$ cat src/rtl/keypad_pkg.sv
// Shared definitions for the keypad encoder: FSM states, key codes and the
// matrix key map used by the encoder and the management controller.
package keypad_pkg;

   typedef enum logic [1:0] {
      SCAN         = 2'd0,
      DEBOUNCE     = 2'd1,
      EMIT         = 2'd2,
      WAIT_RELEASE = 2'd3
   } state_t;

   localparam logic [3:0] KEY_NONE  = 4'b0000;
   localparam logic [3:0] KEY_OPEN  = 4'b1010;
   localparam logic [3:0] KEY_ENTER = 4'b1011;
   localparam logic [3:0] KEY_CLOSE = 4'b1100;
   localparam logic [3:0] KEY_EMERG = 4'b1101;

   typedef struct packed {
      logic       assigned;
      logic [3:0] code;
   } key_t;

   // Unassigned positions return code 0000 so they can never reach the output.
   function automatic key_t key_map(input logic [1:0] row, input logic [1:0] col);
      key_t k;
      k.assigned = 1'b1;
      case ({row, col})
         4'h0:    k.code = 4'b0001;
         4'h1:    k.code = 4'b0010;
         4'h2:    k.code = 4'b0011;
         4'h3:    k.code = KEY_OPEN;
         4'h4:    k.code = 4'b0100;
         4'h5:    k.code = 4'b0101;
         4'h6:    k.code = 4'b0110;
         4'h7:    k.code = KEY_CLOSE;
         4'h8:    k.code = 4'b0111;
         4'h9:    k.code = 4'b1000;
         4'hA:    k.code = 4'b1001;
         4'hB:    k.code = KEY_ENTER;
         4'hC:    k.code = KEY_EMERG;
         default: begin
            k.code     = KEY_NONE;
            k.assigned = 1'b0;
         end
      endcase
      return k;
   endfunction

   function automatic logic [1:0] lowest_low_col(input logic [3:0] cols);
      if (!cols[0])      return 2'd0;
      else if (!cols[1]) return 2'd1;
      else if (!cols[2]) return 2'd2;
      else               return 2'd3;
   endfunction

endpackage

$ cat src/rtl/sync_2ff.sv
// Four-bit two-flop synchronizer for the keypad columns; resets to all ones
// so an idle (pulled-up) keypad is seen during and right after reset.
module sync_2ff (
   input  logic       clk,
   input  logic       rst,
   input  logic [3:0] d,
   output logic [3:0] q
);

   logic [3:0] meta;

   always_ff @(posedge clk or posedge rst) begin
      if (rst) begin
         meta <= 4'hF;
         q    <= 4'hF;
      end else begin
         meta <= d;
         q    <= meta;
      end
   end

endmodule

$ cat src/rtl/keypad_bcd_encoder.sv
// Scans a 4x4 active-low keypad, debounces press and release, and emits one
// code pulse per physical press on BCD_output.
module keypad_bcd_encoder
   import keypad_pkg::*;
#(
   parameter int SCAN_DIV     = 4,
   parameter int DEBOUNCE_CNT = 3,
   parameter int HOLD_CYCLES  = 1
) (
   input  logic       CLK,
   input  logic       RST,
   output logic [3:0] row_out,
   input  logic [3:0] col_in,
   output logic [3:0] BCD_output,
   output logic       key_valid,
   output state_t     fsm_state
);

   localparam int SW = $clog2(SCAN_DIV);
   localparam int DW = $clog2(DEBOUNCE_CNT + 1);
   localparam int HW = $clog2(HOLD_CYCLES + 1);

   localparam logic [SW-1:0] SLOT_LAST = SW'(SCAN_DIV - 1);
   localparam logic [DW-1:0] DB_LAST   = DW'(DEBOUNCE_CNT - 1);
   localparam logic [HW-1:0] HOLD_LAST = HW'(HOLD_CYCLES - 1);

   logic [3:0]    col_s;
   logic [SW-1:0] slot;
   logic          sample;

   state_t        state, state_n;
   logic [1:0]    row, row_n;
   logic [DW-1:0] cnt, cnt_n;
   logic [HW-1:0] hold_cnt, hold_n;
   logic [3:0]    pat, pat_n;
   key_t          key_q, key_n, key_hit;

   sync_2ff u_sync (
      .clk (CLK),
      .rst (RST),
      .d   (col_in),
      .q   (col_s)
   );

   // Slot timing runs freely; the FSM only acts on the last cycle of a slot.
   always_ff @(posedge CLK or posedge RST) begin
      if (RST) slot <= '0;
      else     slot <= (slot == SLOT_LAST) ? '0 : slot + 1'b1;
   end

   assign sample  = (slot == SLOT_LAST);
   assign key_hit = key_map(row, lowest_low_col(col_s));

   always_ff @(posedge CLK or posedge RST) begin
      if (RST) begin
         state    <= SCAN;
         row      <= 2'd0;
         cnt      <= '0;
         hold_cnt <= '0;
         pat      <= 4'hF;
         key_q    <= '0;
      end else begin
         state    <= state_n;
         row      <= row_n;
         cnt      <= cnt_n;
         hold_cnt <= hold_n;
         pat      <= pat_n;
         key_q    <= key_n;
      end
   end

   always_comb begin
      state_n = state;
      row_n   = row;
      cnt_n   = cnt;
      hold_n  = hold_cnt;
      pat_n   = pat;
      key_n   = key_q;
      case (state)
         SCAN: begin
            if (sample) begin
               if (&col_s) begin
                  row_n = row + 2'd1;
               end else begin
                  pat_n  = col_s;
                  key_n  = key_hit;
                  hold_n = '0;
                  // The latching sample is the first match.
                  if (DEBOUNCE_CNT == 1) begin
                     cnt_n   = '0;
                     state_n = key_hit.assigned ? EMIT : WAIT_RELEASE;
                  end else begin
                     cnt_n   = DW'(1);
                     state_n = DEBOUNCE;
                  end
               end
            end
         end
         DEBOUNCE: begin
            if (sample) begin
               if (col_s == pat) begin
                  if (cnt == DB_LAST) begin
                     cnt_n   = '0;
                     hold_n  = '0;
                     state_n = key_q.assigned ? EMIT : WAIT_RELEASE;
                  end else begin
                     cnt_n = cnt + 1'b1;
                  end
               end else begin
                  cnt_n   = '0;
                  row_n   = row + 2'd1;
                  state_n = SCAN;
               end
            end
         end
         EMIT: begin
            if (hold_cnt == HOLD_LAST) begin
               hold_n  = '0;
               cnt_n   = '0;
               state_n = WAIT_RELEASE;
            end else begin
               hold_n = hold_cnt + 1'b1;
            end
         end
         WAIT_RELEASE: begin
            if (sample) begin
               if (&col_s) begin
                  if (cnt == DB_LAST) begin
                     cnt_n   = '0;
                     row_n   = 2'd0;
                     state_n = SCAN;
                  end else begin
                     cnt_n = cnt + 1'b1;
                  end
               end else begin
                  cnt_n = '0;
               end
            end
         end
         default: state_n = SCAN;
      endcase
   end

   // Outputs decode the state directly so reset clears them without a clock.
   assign row_out    = ~(4'b0001 << row);
   assign key_valid  = (state == EMIT);
   assign BCD_output = (state == EMIT) ? key_q.code : KEY_NONE;
   assign fsm_state  = state;

endmodule

$ cat config.mk
export PLATFORM = sky130hd
export DESIGN_NAME = keypad_bcd_encoder
export DESIGN_NICKNAME = d
export VERILOG_FILES = /design/src/rtl/keypad_pkg.sv /design/src/rtl/sync_2ff.sv /design/src/rtl/keypad_bcd_encoder.sv
export SDC_FILE = /design/constraint.sdc
export NUM_CORES = 1
export LEC_CHECK = 0
export CORE_MARGIN = 2
export CORE_UTILIZATION = 57
export DETAILED_ROUTE_END_ITERATION = 12
export PLACE_DENSITY_LB_ADDON = 0.12
export SYNTH_ARGS = -nofsm -noshare
export SYNTH_HDL_FRONTEND = slang
export SYNTH_SLANG_ARGS = --single-unit
$ cat constraint.sdc
create_clock -name CLK -period 3.3 [get_ports CLK]
set_input_delay 0.495 -clock CLK [delete_from_list [all_inputs] [get_ports CLK]]
set_output_delay 0.495 -clock CLK [all_outputs]
set_load 0.05 [all_outputs]
### Word level (Yosys, flattened, before mapping)

Index checks and enable logic that the tools add are counted.

| word-level totals | value |
|---|---|
| register bits after elaboration | 26 |
| output and inout bits | 11 |
| logic and storage cells | 95 |

| cells by class | value |
|---|---|
| add/subtract/negate cells | 4 |
| eq/ne operators | 30 |
| shift operators | 1 |
| multiplexer cells | 37 |
| bitwise logic cells | 2 |
| reduce and logical (&&, ||, !) cells | 11 |

Operators by type and width:

| kind | count |
|---|---|
| $pmux 4 s13 | 1 |
| $mux 2 | 22 |
| $ne 2x2->1 const B | 11 |
| $eq 4x4->1 const B | 5 |
| $eq 4x3->1 const B | 4 |
| $pmux 2 s4 | 2 |
| $reduce_and 8->1 | 2 |
| $reduce_or 13->1 | 1 |
| $mux 1 | 9 |
| $eq 2x2->1 const B | 4 |
| $eq 4x2->1 const B | 2 |
| $add 2x1->2 const B | 3 |
| $pmux 2 s3 | 1 |
| $reduce_and 6->1 | 1 |
| $reduce_bool 3->1 | 2 |
| $reduce_and 5->1 | 1 |
| $eq 4x1->1 const B | 1 |
| $eq 4x4->1 | 1 |
| $logic_not 4->1 | 1 |
| $mux 4 | 1 |
| $not 4->4 | 1 |
| $reduce_and 4->1 | 1 |
| $shl 1x2->4 const A | 1 |
| $ne 3x3->1 const B | 1 |
| 6 further kinds | 6 |

### Logic depth before layout (Yosys ltp)

| depth | value |
|---|---|
| word-level depth | 6 |
| depth in mapped cells | 6 |

### Cells and area by module

A second synthesis with hierarchy kept.

| unflattened totals | value |
|---|---|
| cells, all modules | 122 |
| area, all modules | 1268.7 µm² |

By module, submodules not included:

| module | times used | cells an instance | area an instance (µm²) | sequential area each (µm²) |
|---|---|---|---|---|
| keypad_bcd_encoder | 1 | 113 | 1054.8 | 430.4 |
| sync_2ff | 1 | 9 | 214.0 | 210.2 |

### Worst setup path after synthesis

OpenSTA, ideal clock, no wires.

| path | value |
|---|---|
| kind | flip-flop to output port |
| start point | reg with a tool-made name |
| end point | out BCD_output[0] |
| data arrival time | 2.305 ns |
| required time | 2.805 ns |
| setup slack | 0.500 ns |
| cell stages (with the launch flop) | 4 |
| path buffers | 1 |
| cell sequence | dfrtp_1 > clkbuf_1 > nor2b_1 > and2_1 |

RTL lines:

| what | RTL line | text |
|---|---|---|
| end, declared | keypad_bcd_encoder.sv:14 | `output logic [3:0] BCD_output,` |

==> impl_metrics.env <==
export IMPL_synth_cell_types=37
export IMPL_dpl_cell_area_sq_um=1420
export IMPL_path_cells="nor2b_1 -> and2_1 -> clkdlybuf4s50_1"
export IMPL_cp_top_family="buffers and inverters"
export IMPL_wl_per_cell_um=12.7
export IMPL_path_clk_slew_ns=0.13
export IMPL_ff2ff_setup_slack_ns=1.48
export IMPL_core_area_sq_um=2020
export IMPL_setup_viol=0
export IMPL_postCtsSetupBuffers=0
export IMPL_rows=16
export IMPL_antenna_left=0
export IMPL_area_growth_pct=15.4
export IMPL_crit_type="register to primary output"
export IMPL_crit_slowest_cell="clkdlybuf4s50_1"
export IMPL_tns_ns=0
export IMPL_synthArstFlopShare=1.00
export IMPL_worstSetupEndpointType="primary output"
export IMPL_die_w_um=50.9
export IMPL_p_leak_nw=0.620
export IMPL_drtPass1Iterations=4
export IMPL_status="finished, final reports clean"
export IMPL_ys_ff_latch=25
export IMPL_routed_wl_mm=1.99
export IMPL_clockRootBuffer="clkbuf_4"
export IMPL_synth_edf_count=0
export IMPL_ios=17
export IMPL_cts_buffer_depth=2
export IMPL_drc_errors=0
export IMPL_grt_max_degree=26
export IMPL_ctsHoldBuffers=0
export IMPL_antenna_found_initial=0
export IMPL_path_buf_inv=1
export IMPL_cap_violations=0
export IMPL_vias=846
export IMPL_grt_pass1_vias=796
export IMPL_cts_sinks=25
export IMPL_initial_core_util=0.621
export IMPL_power_density_nw_per_um2=740
export IMPL_slew_headroom=0.410
export IMPL_first_iter_violations=19
export IMPL_startpoint_type="register"
export IMPL_fillers=149
export IMPL_cp_required_ns=2.80
export IMPL_fp_dieH_um=50.9
export IMPL_grt_ovfl_total=0
export IMPL_diodes=0
export IMPL_clock_latency_ns=0.32
export IMPL_ys_flop_type="dfrtp_1"
export IMPL_hp_class="register to register"
export IMPL_cts_tree="yes"
export IMPL_hold_viol_final=0
export IMPL_syn_area_sq_um=1260
export IMPL_cp_max_fo=11
export IMPL_grt_total_usage=0.181
export IMPL_vias_per_cell=5.42
export IMPL_hpwl_mm=1.50
export IMPL_grt_pass1_wl_mm=3.51
export IMPL_ys_seq_area_frac=0.510
export IMPL_cts_resized=0
export IMPL_min_period_ns=2.64
export IMPL_r2r_start="u_sync.q[0]$_DFF_PP1_"
export IMPL_period_share=0.801
export IMPL_worst_hold_startpoint="u_sync.meta[0]$_DFF_PP1_"
export IMPL_worstPathArrival_ns=2.15
export IMPL_syn_avg_cell_area_sq_um=11.0
export IMPL_place_congestion=0.853
export IMPL_cts_buffers=3
export IMPL_skew_ns=0.00597
export IMPL_drive_gt1_frac=0.178
export IMPL_fin_nets=141
export IMPL_rsz0062_at_grt="no"
export IMPL_design_die_area_sq_um=2600
export IMPL_ys_warn_count=0
export IMPL_max_freq_mhz=378
export IMPL_stdcell_area_sq_um=1450
export IMPL_port_buffers=16
export IMPL_htreeDepth=1
export IMPL_synth_cells=114
export IMPL_slew_violations=0
export IMPL_cpPeakStageDelay_ns=0.80
export IMPL_worstMarginPinSlew_ns=0.884
export IMPL_peakVddDrop_uv=531
export IMPL_syn_num_nets=125
[area by class of cell]
cell class	instances	area [sq um]	share of cell area
inverter	9	33.8	0.0233
multi-input combinational	75	556	0.383
timing repair buffer	16	160	0.110
sequential	25	641	0.442
tap	27	33.8	0.0233
clock buffer	4	26.3	0.0181
[sequential cells by signal (all words and copies together), names as in the netlist, named ones only]
signal       flops
slot             2
u_sync.meta      4
cnt              2
pat              4
fsm_state        1
row              2
u_sync.q         4
key_q            5
[where the power goes]
group	switching (mW)	total [mW]	internal (mW)
logic	0.265	0.448	0.183
clock network	0.0884	0.136	0.0473
registers	0.0792	0.489	0.410
total	0.432	1.07	0.641
[kinds of logic (layout without fill, tap and decap cells)]
logic type,Yosys count,after routing,share of synthesized area
AND/OR/NAND/NOR,33,33,0.146
AO/OA/AOI/OAI,26,26,0.154
flip-flops,25,25,0.510
buffers and inverters,14,29,0.0478
multiplexers,7,7,0.0637
adder cells (fa/ha/maj),5,5,0.0498
XOR/XNOR,4,4,0.0279
[cells in the final DEF, fill, tap and decap left out, types with 2 or more instances in the layout]
master           instances
nor2_1                   7
dfrtp_1                 13
mux2i_1                  2
ha_1                     5
mux2_1                   4
clkbuf_4                 3
nor3_2                   2
nand2_1                  8
o211ai_1                 2
nand3_1                  2
o21ai_0                  4
o21ai_1                  5
and2_1                   6
a22o_1                   2
nand2b_1                 3
a21oi_1                  3
clkdlybuf4s50_1         16
dfstp_2                 12
a21o_1                   2
inv_1                    8
xor2_1                   4
[final timing paths]
path,cells after the start,endpoint
worst max-delay path,3,BCD_output[0]
worst min-delay path,0,u_sync.q[0]$_DFF_PP1_
worst max register to register,4,key_q[0]$_DFFE_PP0P_
worst min register to register,0,u_sync.q[0]$_DFF_PP1_
max in group asynchronous,2,key_q[1]$_DFFE_PP0P_
min in group asynchronous,2,slot[1]$_DFF_PP0_
[per-stage QoR]
stage | worst slack (ns) | hold WS [ns] | util | total power, mW | instances
floorplan | 0.500 | 0.345 | - | 0.826 | 114
global placement | 1.06 | 0.346 | 0.704 | 0.930 | 152
global route | 0.525 | 0.366 | 0.717 | 1.15 | 156
detailed placement | 1.03 | 0.347 | 0.704 | 0.947 | 152
finish | 0.655 | 0.364 | 0.717 | 1.07 | 156
CTS | 0.654 | 0.365 | 0.717 | 1.08 | 156
[routing by layer]
| layer | up-vias | GRT usage | part of all wire |
|---|---|---|---|
| li1 | 426 | - | - |
| met1 | 397 | 0.247 | 0.49 |
| met4 | 0 | 0.0676 | 0.014 |
| met2 | 20 | 0.288 | 0.46 |
| met5 | - | 0 | 0 |
| met3 | 3 | 0.0351 | 0.038 |
[synth_stat cells, drive strengths merged (2+ instances only)]
cell type	instances	area, sq um
a21oi	3	15.0
ha	5	62.6
mux2i	2	20.0
a41oi	2	25.0
nand2b	3	18.8
nand2	8	30.0
dfrtp	13	325
nor2	7	26.3
nor3	3	25.0
inv	9	33.8
o21ai	9	45.0
nand3	2	10.0
xor2	4	35.0
and2	6	37.5
o211ai	2	15.0
dfstp	12	315
buf	4	22.5
mux2	5	60.1
a22o	2	17.5
a21o	2	15.0
Power figures use the tool's default switching activity.
